### src/rtl/mc_pkg.sv
// Shared encodings for the multicycle MIPS control unit: FSM states, opcodes,
// and the datapath mux select codes.
package mc_pkg;

    localparam logic [3:0] S_FETCH     = 4'd0;
    localparam logic [3:0] S_DECODE    = 4'd1;
    localparam logic [3:0] S_MEM_ADDR  = 4'd2;
    localparam logic [3:0] S_MEM_READ  = 4'd3;
    localparam logic [3:0] S_MEM_WB    = 4'd4;
    localparam logic [3:0] S_MEM_WRITE = 4'd5;
    localparam logic [3:0] S_EXECUTE   = 4'd6;
    localparam logic [3:0] S_ALU_WB    = 4'd7;
    localparam logic [3:0] S_BRANCH    = 4'd8;
    localparam logic [3:0] S_JUMP      = 4'd9;
    localparam logic [3:0] S_JAL       = 4'd10;
    localparam logic [3:0] S_ADDI_EX   = 4'd11;
    localparam logic [3:0] S_ADDI_WB   = 4'd12;

    localparam logic [5:0] OP_R    = 6'b000000;
    localparam logic [5:0] OP_LW   = 6'b100011;
    localparam logic [5:0] OP_SW   = 6'b101011;
    localparam logic [5:0] OP_BEQ  = 6'b000100;
    localparam logic [5:0] OP_J    = 6'b000010;
    localparam logic [5:0] OP_JAL  = 6'b000011;
    localparam logic [5:0] OP_ADDI = 6'b001000;

    localparam logic [1:0] RD_RT = 2'b00;
    localparam logic [1:0] RD_RD = 2'b01;
    localparam logic [1:0] RD_RA = 2'b10;

    localparam logic [1:0] WD_ALUOUT = 2'b00;
    localparam logic [1:0] WD_MDR    = 2'b01;
    localparam logic [1:0] WD_PC     = 2'b10;

    localparam logic [1:0] SB_B     = 2'b00;
    localparam logic [1:0] SB_FOUR  = 2'b01;
    localparam logic [1:0] SB_IMM   = 2'b10;
    localparam logic [1:0] SB_IMMSH = 2'b11;

    localparam logic [1:0] AO_ADD   = 2'b00;
    localparam logic [1:0] AO_SUB   = 2'b01;
    localparam logic [1:0] AO_FUNCT = 2'b10;

    localparam logic [1:0] PS_ALU    = 2'b00;
    localparam logic [1:0] PS_ALUOUT = 2'b01;
    localparam logic [1:0] PS_JUMP   = 2'b10;

    function automatic logic is_legal(input logic [5:0] op);
        return (op == OP_R) || (op == OP_LW) || (op == OP_SW) || (op == OP_BEQ) ||
               (op == OP_J) || (op == OP_JAL) || (op == OP_ADDI);
    endfunction

endpackage

### src/rtl/mc_retire_cnt.sv
// Retired-instruction counter: wraps modulo 2^CNT_W, cleared asynchronously.
module mc_retire_cnt #(
    parameter int CNT_W = 16
) (
    input  logic             clk,
    input  logic             rst,
    input  logic             inc,
    output logic [CNT_W-1:0] count
);

    logic [CNT_W-1:0] count_reg;

    always_ff @(posedge clk or posedge rst) begin
        if (rst)
            count_reg <= '0;
        else if (inc)
            count_reg <= count_reg + {{(CNT_W-1){1'b0}}, 1'b1};
    end

    assign count = count_reg;

endmodule

### src/rtl/mc_control.sv
// Multicycle MIPS control FSM: Moore outputs per state, except ir_write and
// pc_write in FETCH, which follow mem_ready so the PC/IR load on the ready cycle.
module mc_control
    import mc_pkg::*;
#(
    parameter int CNT_W = 16
) (
    input  logic             clk,
    input  logic             rst,
    input  logic [5:0]       opcode,
    input  logic             mem_ready,
    output logic             pc_write,
    output logic             pc_write_cond,
    output logic             iord,
    output logic             mem_read,
    output logic             mem_write,
    output logic             ir_write,
    output logic [1:0]       reg_dst,
    output logic [1:0]       mem_to_reg,
    output logic             reg_write,
    output logic             alu_src_a,
    output logic [1:0]       alu_src_b,
    output logic [1:0]       alu_op,
    output logic [1:0]       pc_source,
    output logic             illegal_op,
    output logic [3:0]       state,
    output logic [CNT_W-1:0] retired
);

    logic [3:0] state_reg;
    logic [3:0] state_next;
    logic       retire_inc;

    always_ff @(posedge clk or posedge rst) begin
        if (rst)
            state_reg <= S_FETCH;
        else
            state_reg <= state_next;
    end

    always_comb begin
        state_next = state_reg;
        case (state_reg)
            S_FETCH:     if (mem_ready) state_next = S_DECODE;
            S_DECODE: begin
                case (opcode)
                    OP_R:            state_next = S_EXECUTE;
                    OP_LW, OP_SW:    state_next = S_MEM_ADDR;
                    OP_BEQ:          state_next = S_BRANCH;
                    OP_J:            state_next = S_JUMP;
                    OP_JAL:          state_next = S_JAL;
                    OP_ADDI:         state_next = S_ADDI_EX;
                    default:         state_next = S_FETCH;
                endcase
            end
            S_EXECUTE:   state_next = S_ALU_WB;
            S_MEM_ADDR:  state_next = (opcode == OP_LW) ? S_MEM_READ : S_MEM_WRITE;
            S_MEM_READ:  if (mem_ready) state_next = S_MEM_WB;
            S_MEM_WRITE: if (mem_ready) state_next = S_FETCH;
            S_ADDI_EX:   state_next = S_ADDI_WB;
            default:     state_next = S_FETCH;
        endcase
    end

    always_comb begin
        pc_write      = 1'b0;
        pc_write_cond = 1'b0;
        iord          = 1'b0;
        mem_read      = 1'b0;
        mem_write     = 1'b0;
        ir_write      = 1'b0;
        reg_dst       = RD_RT;
        mem_to_reg    = WD_ALUOUT;
        reg_write     = 1'b0;
        alu_src_a     = 1'b0;
        alu_src_b     = SB_B;
        alu_op        = AO_ADD;
        pc_source     = PS_ALU;
        illegal_op    = 1'b0;
        case (state_reg)
            S_FETCH: begin
                mem_read  = 1'b1;
                alu_src_b = SB_FOUR;
                ir_write  = mem_ready;
                pc_write  = mem_ready;
            end
            S_DECODE: begin
                alu_src_b  = SB_IMMSH;
                illegal_op = !is_legal(opcode);
            end
            S_MEM_ADDR, S_ADDI_EX: begin
                alu_src_a = 1'b1;
                alu_src_b = SB_IMM;
            end
            S_MEM_READ: begin
                mem_read = 1'b1;
                iord     = 1'b1;
            end
            S_MEM_WRITE: begin
                mem_write = 1'b1;
                iord      = 1'b1;
            end
            S_MEM_WB: begin
                reg_write  = 1'b1;
                mem_to_reg = WD_MDR;
            end
            S_EXECUTE: begin
                alu_src_a = 1'b1;
                alu_op    = AO_FUNCT;
            end
            S_ALU_WB: begin
                reg_write = 1'b1;
                reg_dst   = RD_RD;
            end
            S_BRANCH: begin
                alu_src_a     = 1'b1;
                alu_op        = AO_SUB;
                pc_write_cond = 1'b1;
                pc_source     = PS_ALUOUT;
            end
            S_JUMP: begin
                pc_write  = 1'b1;
                pc_source = PS_JUMP;
            end
            S_JAL: begin
                pc_write   = 1'b1;
                pc_source  = PS_JUMP;
                reg_write  = 1'b1;
                reg_dst    = RD_RA;
                mem_to_reg = WD_PC;
            end
            S_ADDI_WB:   reg_write = 1'b1;
            default: ;
        endcase
    end

    // An instruction retires on the edge that leaves its last state for FETCH;
    // the illegal-opcode path from DECODE deliberately does not count.
    always_comb begin
        case (state_reg)
            S_ALU_WB, S_MEM_WB, S_BRANCH, S_JUMP, S_JAL, S_ADDI_WB: retire_inc = 1'b1;
            S_MEM_WRITE: retire_inc = mem_ready;
            default:     retire_inc = 1'b0;
        endcase
    end

    mc_retire_cnt #(.CNT_W(CNT_W)) u_retire_cnt (
        .clk   (clk),
        .rst   (rst),
        .inc   (retire_inc),
        .count (retired)
    );

    assign state = state_reg;

endmodule

### config.mk
export PLATFORM = sky130hd
export DESIGN_NAME = mc_control
export DESIGN_NICKNAME = d
export VERILOG_FILES = /design/src/rtl/mc_pkg.sv /design/src/rtl/mc_retire_cnt.sv /design/src/rtl/mc_control.sv
export SDC_FILE = /design/constraint.sdc
export NUM_CORES = 1
export LEC_CHECK = 0
export CAP_MARGIN = 20
export CORE_ASPECT_RATIO = 1.5
export CORE_MARGIN = 5
export CORE_UTILIZATION = 44
export CTS_BUF_LIST = sky130_fd_sc_hd__clkbuf_16
export DETAILED_ROUTE_END_ITERATION = 10
export MAX_ROUTING_LAYER = met4
export PLACE_DENSITY = 0.81
export SYNTH_ARGS = -nofsm -noshare
export SYNTH_HDL_FRONTEND = slang
export SYNTH_SLANG_ARGS = --single-unit
export TNS_END_PERCENT = 100
### constraint.sdc
create_clock -name clk -period 1.8 [get_ports clk]
set_clock_uncertainty 0.1 [all_clocks]
set_input_delay 0.27 -clock clk [delete_from_list [all_inputs] [get_ports clk]]
set_output_delay 0.27 -clock clk [all_outputs]
set_load 0.02 [all_outputs]
### After elaboration in Yosys (flattened, before gate mapping)

Index checks and enable logic that the tools add are counted.

* reductions and logical operators: 18
* equal/unequal tests: 21
* mux-type cells: 21
* add/subtract/negate cells: 1

Operators with widths (count)
* one-hot mux 4 bit (7 select lines): 1
* one-hot mux 4 bit (6 select lines): 1
* == test 4 bit (second input constant): 5
* adder 16 x 1 -> 16 bit (second input constant): 1
* == test 4 x 3 -> 1 bit (second input constant): 4
* one-hot mux 2 bit (2 select lines): 4
* == test 6 x 2 -> 1 bit (second input constant): 2
* == test 6 bit (second input constant): 2
* 2-to-1 mux 4 bit: 3
* OR reduction 2 bit: 5
* == test 4 x 2 -> 1 bit (second input constant): 2
* 2-to-1 mux 1 bit: 8
* OR reduction 4 bit: 2
* == test 6 x 3 -> 1 bit (second input constant): 1
* == test 6 x 4 -> 1 bit (second input constant): 1
* zero test 6 bit: 1
* logical OR 1 bit: 6
* inequality test 2 bit (second input constant): 3
* one-hot mux 2 bit (3 select lines): 1
* OR reduction 6 bit: 1
* == test 4 x 1 -> 1 bit (second input constant): 1
* zero test 4 bit: 1
* one-hot mux 1 bit (2 select lines): 2
* 2-to-1 mux 3 bit: 1
* other kinds (2): 2

* register bits: 20
* bits of input ports: 9
* output and inout port bits: 39

### Logic depth before layout (Yosys ltp)

Gate-level depths: netlist of the first run.

* depth in word-level cells: 9
* mapped depth: 6
* depth with buffers taken out: 5

### By module

From an unflattened synthesis of the first run, not the netlist that was laid out.

* cells, all modules: 156
* area, all modules: 1367.6 µm²

Modules (own cells, without submodules)
* mc_retire_cnt: area an instance 710.7 µm², times used 1, cells an instance 57
* mc_control: area an instance 656.9 µm², times used 1, cells an instance 99

### Worst setup path after synthesis of the first run

OpenSTA, ideal clock, no wires.

* path type: reg-to-output
* from: reg state_reg[2], in the netlist state[2]
* to: out illegal_op
* cell stages (with the launch flop): 5
* buffers on the path: 1
* slack: -0.363 ns
* arrival time: 1.793 ns
* data required time: 1.430 ns
* path through: dfrtp_1 > buf_2 > nor3_1 > o211ai_1 > nor2_1

* word-level cells in the longest chain between the ends: 2

Ends and longest elaborated chain
* from (decl): line mc_control.sv:30 `logic [3:0] state_reg;`
* from (signal assigned): line mc_control.sv:38 `state_reg <= state_next;`
* == test 4 x 1 -> 1 bit: line mc_control.sv:80 `case (state_reg)`
* 2-to-1 mux 1 bit: line mc_control.sv:80
* to (decl): line mc_control.sv:25 `output logic illegal_op,`

No other way between the ends.

### Final worst setup path of the first run

* from: reg state_reg[2], in the netlist state[2]
* to: reg u_retire_cnt.count_reg[3], in the netlist u_retire_cnt.count[3]

* word-level cells in the longest chain between the ends: 3
* elaborated cells between the ends (all ways): 9
* classes of those cells: eq/ne (7); mux (1); reduce/logical (1)

Ends and longest elaborated chain
* == test 4 bit / == test 4 x 3 -> 1 bit (equally long branches): line mc_control.sv:140 `case (state_reg)`
* OR reduction 6 bit: line mc_control.sv:140
* one-hot mux 1 bit (2 select lines) *: line mc_control.sv:140
* to (signal assigned): line mc_retire_cnt.sv:17 `count_reg <= count_reg + {{(CNT_W-1){1'b0}}, 1'b1};`
* to (decl): line mc_retire_cnt.sv:11 `logic [CNT_W-1:0] count_reg;`

Every way passes the cells marked *; elsewhere a longest branch is shown, timed or not.
A chain may end at the register's enable or synchronous reset.

==> flow_summary_export.csv, run 1 <==
group,metric,value,unit
sta,rsz0062_at_grt,"true",
power_and_ir_drop,power_density,829.6,mW/mm^2
clock_network,cts.clk_slew.worst_paths,0.06,ns
worst_setup_path,required,1.84,ns
clock_network,clockBufferDepth,2,
synthesis,yosysUniqueCellTypes,42,
clock_network,htreeDepth,1,
synthesis,ys.flop_type,"dfrtp_1",
synthesis,synth_seq_cells,20,
worst_setup_path,critPathMostFrequentCell,"buf_4",
global_route,grt_use_met3,4.070,%
power_and_ir_drop,max-vdd-ir-drop,0.8405,mV
clock_network,cts_tree,"done",
route,drt_iter0_markers,49,
floorplan,dieArea,0.004198,mm^2
finish,utilization,82.42,%
clock_network,clkLatencyLatePin,0.26,ns
global_route,grtUsageTotal,22.68,%
worst_setup_path,crit_path_cell_trace,"buf_4 -> nand2b_4 -> buf_6 -> nor3b_4 -> o211a_4 -> buf_4 -> nand2_2 -> xnor2_1",
route,drt_wl_total,4.810,mm
synthesis,syn_inst,150,
finish,stdcell_area,0.002376,mm^2
sta,setup_tns,-0.2670,ns
synthesis,synth_top_area_share,38.13,%
sta,fin_crit,1.856,ns
power_and_ir_drop,power,1.971,mW
worst_setup_path,cp_top_family,"flip-flops",
floorplan,fp.dieH,76.89,um
route,drc,0,
finish,drive_above_1_share,44.68,%
sta,slew_viol_final,0,
status,status,"complete, but fails checks",
global_route,use_met2,39.45,%
floorplan,core,0.002883,mm^2
global_route,grtUsageMet1,23.58,%
synthesis,async_flop_share,100.0,%
power_and_ir_drop,p_comb_share,38.7,%
sta,finalHoldViolations,0,
clock_network,cts.sinks,20,
worst_setup_path,path_buf_inv,3,
run,cap_violations,0,
global_route,grt_antenna_before_repair,0,
finish,syn_to_final_growth,81.03,%
power_and_ir_drop,p_int,1.336,mW
sta,setup_violations,11,
power_and_ir_drop,sw_frac_of_total,32.24,%
route,viasPerCell,5.584,
synthesis,yosys.cell_count.top_type,"dfrtp_1",
clock_network,hold_buffers,0,
place,placed_area,0.002026,mm^2
finish,fin_nets,246,
floorplan,rows,24,
route,ant_nets,0,
worst_hold_path,worstHoldPathType,"in2async",
worst_setup_path,endpoint_kind,"flop",
synthesis,synth_edf_count,0,
global_route,top_usage_layer,"met2",
route,drt_pass1_iterations,4,
route,num_vias,1530,
worst_setup_path,critPathKind,"reg2reg",
global_route,grt_max_degree,21,
place,gp_congestion,0.8746,
synthesis,synth_area_leaders,"dfrtp_1, xnor2_1, nor2_1",
global_route,overflow,0,
synthesis,syn_nets,160,
clock_network,cts_root_buf,"clkbuf_16",
global_route,grt_pass1_vias,1603,
sta,tightest_slew,0.4754,ns
power_and_ir_drop,p_clk_share,31.4,%
worst_setup_path,cp-startpoint,"state[2]",
synthesis,seq_area_frac_synth,38.13,%
worst_setup_path,reg2reg_from,"state[2]",
sta,fin_crit_sh,103.1,%
worst_setup_path,cpMaxStageDelayCell,"dfrtp_2",
synthesis,ys_top_cells_by_count,"dfrtp_1, nor2_1, xnor2_1",
worst_setup_path,worst-path-max-fanout,7,
sta,fmax,0.5388,GHz
worst_setup_path,max_stage_delay,0.44,ns
finish,antenna_cells,0,
floorplan,die_w,54.60,um
worst_setup_path,startpoint_type,"flop",
finish,largest_reg_flops,16,
worst_setup_path,crit_arrival,1.90,ns
synthesis,avgSynthCellArea,8.750,um^2
finish,fillers,194,
status,violations,"negative setup slack",
power_and_ir_drop,leakage,1.061,nW
finish,multi_input_area,912.1,um^2
power_and_ir_drop,power.share.sequential,29.9,%
place,hpwl,3.073,mm
sta,relSlewSlack,68.19,%
floorplan,initial_core_util,45.53,%
synthesis,yosysTopAreaCell,"dfrtp_1",
synthesis,yosys_warnings,0,
clock_network,cts_inserted_buffers,3,
finish,regArea,504.2,um^2
global_route,grt_first_pass_wirelength,7.134,mm
place,dpl_worst_slack,-0.5157,ns
synthesis,netlist_area,0.001313,mm^2
place,io_buffers,47,
power_and_ir_drop,p_switching,0.6355,mW
floorplan,pin_count,48,
sta,setup_ws,-0.05581,ns
route,wire_per_inst,17.55,um
-- area by class of cell --
type | count | area share, %
Multi-Input combinational cell | 117 | 38.39
Timing Repair Buffer | 92 | 33.60
Sequential cell | 20 | 21.22
Clock buffer | 3 | 3.160
Tap cell | 39 | 2.054
Clock inverter | 1 | 1.264
Inverter | 2 | 0.3160
-- final timing paths --
path / endpoint / slack (ns) / depth (start not counted)
worst min-delay path: u_retire_cnt.count[9] / 0.25 / 3
worst max register to register: u_retire_cnt.count[3] / -0.06 / 8
min in group clk: u_retire_cnt.count[15] / 0.40 / 1
max in group asynchronous: state[3] / 1.12 / 3
worst min register to register: u_retire_cnt.count[15] / 0.40 / 1
worst max-delay path: u_retire_cnt.count[3] / -0.06 / 8
-- cell usage in the layout (no fill, tap or decap), drive strengths merged, types with 2 or more instances in the layout --
cell and count:
dfrtp 20, or2 2, nor3 9, nor2b 2, buf 61, dlygate4sd2 6, o21ai 2, nand2b 5
nand3 8, o22ai 2, inv 2, xor2 2, a21oi 6, and3 5, a31oi 3, clkbuf 6
xnor2 17, nor4 2, nor2 17, clkdlybuf4s50 22, nand4 5, nor3b 2, nand2 14
-- layer usage --
layer  wire [um]  share of wire [%]
met3         322                6.7
met5           0                  0
met2        2605                 54
met4         108                2.2
met1        1772                 37
-- kinds of logic (layout without fill, tap and decap cells) --
family	after synthesis	count (layout)	synth area share (%)
and+or+nand+nor	72	72	29.07
AOI/OAI and AO/OA	24	24	13.44
DFF	20	20	38.13
xor gates and xnor gates	19	19	12.68
buffers and inverters	13	98	4.861
adders and majority gates	1	1	0.9531
muxes	1	1	0.8579
-- per-stage QoR --
stage               hold WS [ns]  cells
floorplan                 0.1338    150
global placement          0.3638    255
detailed placement        0.3783    255
CTS                       0.2597    265
global route              0.2787    274
finish                    0.2500    274
-- worst reg2reg max path, stage by stage (launching register included) --
cell	delay [ns]
dfrtp_2	0.44
buf_4	0.20
nand2b_4	0.08
buf_6	0.12
nor3b_4	0.24
o211a_4	0.27
buf_4	0.13
nand2_2	0.04
xnor2_1	0.12
-- power groups by stage --
| stage | combinational [mW] | clock (mW) | sequential (mW) |
|---|---|---|---|
| 2_1_floorplan | 0.254 | 0 | 0.642 |
| 3_3_place_gp | 0.628 | 0 | 0.580 |
| 3_5_place_dp | 0.652 | 0 | 0.588 |
| 4_1_cts | 0.675 | 0.621 | 0.585 |
| 5_1_grt | 0.810 | 0.639 | 0.600 |
| 6_report | 0.763 | 0.618 | 0.590 |
-- what timing repair did --
action | in CTS | in global routing
setup endpoints to repair | 35 | 34
pin swaps | 9 | 12
resized for setup | 99 | 49
cloned | 0 | 0
setup buffers | 6 | 9
(Power assumes the default switching activity.)
==> inputs of run 2 (changes only) <==
- CAP_MARGIN: 20 -> 10
- MAX_ROUTING_LAYER: met4 -> not set
- PLACE_DENSITY: 0.81 -> 0.79
==> run 2 against run 1 <==
  * The flow still finishes with violations (negative setup slack)
  * Worst hold slack better by 0.012 ns
  * Clock power is 26% lower
  * Combinational power is 1% higher
  * Sequential share of layout area increased by 0.41 points
  * Non-clock buffer count did not move
  * Register-to-register slack got worse by 0.06 ns
  * Count of clock-buffer cells in the layout unchanged
  * Utilization fell by 1.6 points
  * Global-route usage shrank 3.0 points
  * Maximum frequency fell by 2.9%
  * First-iteration DRC count decreased by 2.0%
  * Critical endpoint is now u_retire_cnt.count[15]
  * Highest routed layer unchanged
==> flow_summary_export.csv, run 2 (synthesis gave the netlist of run 1 again) <==
group,metric,value,unit
status,status,"complete, but fails checks",
status,violations,"negative setup slack",
global_route,grt_first_pass_wirelength,6.417,mm
sta,slew_viol_final,0,
place,io_buffers,47,
finish,largest_reg_flops,16,
power_and_ir_drop,p_int,1.198,mW
sta,fmax,0.5230,GHz
floorplan,die_w,54.60,um
route,wire_per_inst,17.60,um
finish,utilization,80.86,%
finish,antenna_cells,0,
worst_setup_path,critPathKind,"reg2reg",
route,drt_wl_total,4.823,mm
worst_setup_path,startpoint_type,"flop",
route,ant_nets,0,
power_and_ir_drop,leakage,1.080,nW
worst_setup_path,path_buf_inv,2,
finish,multi_input_area,905.9,um^2
worst_setup_path,r2r-end,"u_retire_cnt.count[15]",
route,viasPerCell,5.533,
floorplan,dieArea,0.004198,mm^2
worst_setup_path,critPathMostFrequentCell,"buf_6",
sta,setup_ws,-0.1122,ns
finish,regArea,504.2,um^2
place,dpl_worst_slack,-0.4762,ns
finish,syn_to_final_growth,77.60,%
clock_network,cts_inserted_buffers,3,
worst_setup_path,worst-path-max-fanout,7,
power_and_ir_drop,power,1.820,mW
sta,setup_violations,18,
clock_network,cts_root_buf,"clkbuf_16",
worst_setup_path,endpoint_kind,"flop",
finish,final_common_cell,"buf_4",
floorplan,rows,24,
power_and_ir_drop,power.share.sequential,32.5,%
worst_setup_path,cp_top_family,"simple AND/OR/NAND/NOR gates",
clock_network,clkLatencyLatePin,0.25,ns
route,drt_iter0_markers,48,
worst_setup_path,reg2reg_from,"state[3]",
global_route,grtUsageTotal,19.70,%
floorplan,core,0.002883,mm^2
place,post-place-cells,257,
worst_setup_path,crit_path_cell_trace,"buf_6 -> nand2b_4 -> buf_6 -> nor3b_4 -> o211a_4 -> nand4_1 -> xnor2_1",
power_and_ir_drop,p_comb_share,42.5,%
place,hpwl,2.958,mm
clock_network,cts.sinks,20,
route,drc,0,
worst_setup_path,r2r_setup_slack,-0.11,ns
sta,relSlewSlack,64.18,%
finish,drive_above_1_share,43.83,%
clock_network,cts.clk_slew.worst_paths,0.05,ns
global_route,grt_pass1_vias,1494,
worst_setup_path,max_stage_delay,0.44,ns
worst_hold_path,worstHoldPathType,"in2async",
clock_network,htreeDepth,1,
worst_setup_path,required,1.84,ns
finish,instances_no_fill,274,
finish,fin_nets,246,
finish,final_cell_mix,"buf_4, clkdlybuf4s50_1, dfrtp_1",
sta,fin_crit,1.912,ns
floorplan,initial_core_util,45.53,%
worst_setup_path,cpMaxStageDelayCell,"dfrtp_2",
global_route,overflow,0,
power_and_ir_drop,sw_frac_of_total,34.18,%
worst_setup_path,worstRegToRegCells,7,
global_route,grt_max_degree,21,
sta,fin_crit_sh,106.2,%
global_route,grt_antenna_before_repair,0,
sta,rsz0062_at_grt,"true",
floorplan,fp.dieH,76.89,um
power_and_ir_drop,p_switching,0.6221,mW
power_and_ir_drop,p_clk_share,25.0,%
worst_setup_path,crit_arrival,1.95,ns
sta,finalHoldViolations,0,
floorplan,pin_count,48,
power_and_ir_drop,max-vdd-ir-drop,0.8644,mV
route,drt_pass1_iterations,4,
clock_network,clockBufferDepth,2,
route,num_vias,1516,
sta,holdWs,0.2622,ns
run,cap_violations,0,
sta,tightest_slew,0.5353,ns
clock_network,cts_tree,"done",
power_and_ir_drop,power_density,781.0,mW/mm^2
place,gp_congestion,0.8734,
finish,fillers,187,
[run 2: cell types whose count changed in the layout (fill, tap and decap cells not counted), moves of 3 or more]
cell / change
nand3_1: -3
nor2_1: -3
buf_6: -3
nand2_1: +3
buf_2: +4
nor2_2: +3
nand3_2: +3
[run 2: power groups by stage]
stage | clock, mW | sequential, mW | combinational (mW)
2_1_floorplan | 0 | 0.642 | 0.254
3_3_place_gp | 0 | 0.580 | 0.637
3_5_place_dp | 0 | 0.588 | 0.657
4_1_cts | 0.458 | 0.584 | 0.658
5_1_grt | 0.483 | 0.604 | 0.817
6_report | 0.456 | 0.591 | 0.773
[run 2: what timing repair did]
item | 4_1_cts | 5_1_grt
hold buffers | 0 | 0
endpoints found under the hold margin | 0 | 0
gates cloned | 0 | 0
pin swaps | 8 | 12
gates resized for setup | 89 | 47
endpoints found under the setup margin | 35 | 35
setup buffers | 3 | 10
[run 2: stage by stage]
stage / setup TNS [ns] / area [um^2]
after CTS: -0.3790 / 2183
after detailed placement: -4.185 / 2041
after floorplan: -0.1067 / 1339
final: -1.050 / 2331
after global placement: -3.515 / 2041
after global routing: -2.448 / 2331
[run 2: how the worst max path moves through the flow]
| stage | start | endpoint | cells past startpoint |
|---|---|---|---|
| final | state[3] | u_retire_cnt.count[15] | 7 |
| after detailed placement | opcode[5] | illegal_op | 6 |
| after global placement | opcode[5] | illegal_op | 6 |
| after global routing | state[3] | u_retire_cnt.count[15] | 7 |
| after CTS | state[3] | u_retire_cnt.count[15] | 7 |
| after floorplan | state[2] | illegal_op | 4 |
[run 2: layout make-up]
| class | count | share of cell area (%) |
|---|---|---|
| Clock inverter | 1 | 0.1610 |
| Multi-Input combinational cell | 117 | 38.86 |
| Tap cell | 39 | 2.093 |
| Timing Repair Buffer | 92 | 33.71 |
| Sequential cell | 20 | 21.63 |
| Clock buffer | 3 | 3.221 |
| Inverter | 2 | 0.3221 |
[run 2: worst reg2reg max path, cell delays in order, from the launching register on]
cell and delay, ns:
dfrtp_2 0.44, buf_6 0.14, nand2b_4 0.15, buf_6 0.12, nor3b_4 0.28, o211a_4 0.29
nand4_1 0.12, xnor2_1 0.15
[run 2: metal layers]
metal	part of all wire, %	track usage (%)	vias up
li1	-	-	696
met1	37	22.17	732
met2	54	35.07	71
met3	4.7	3.295	17
met4	3.9	6.733	0
met5	0	0	-
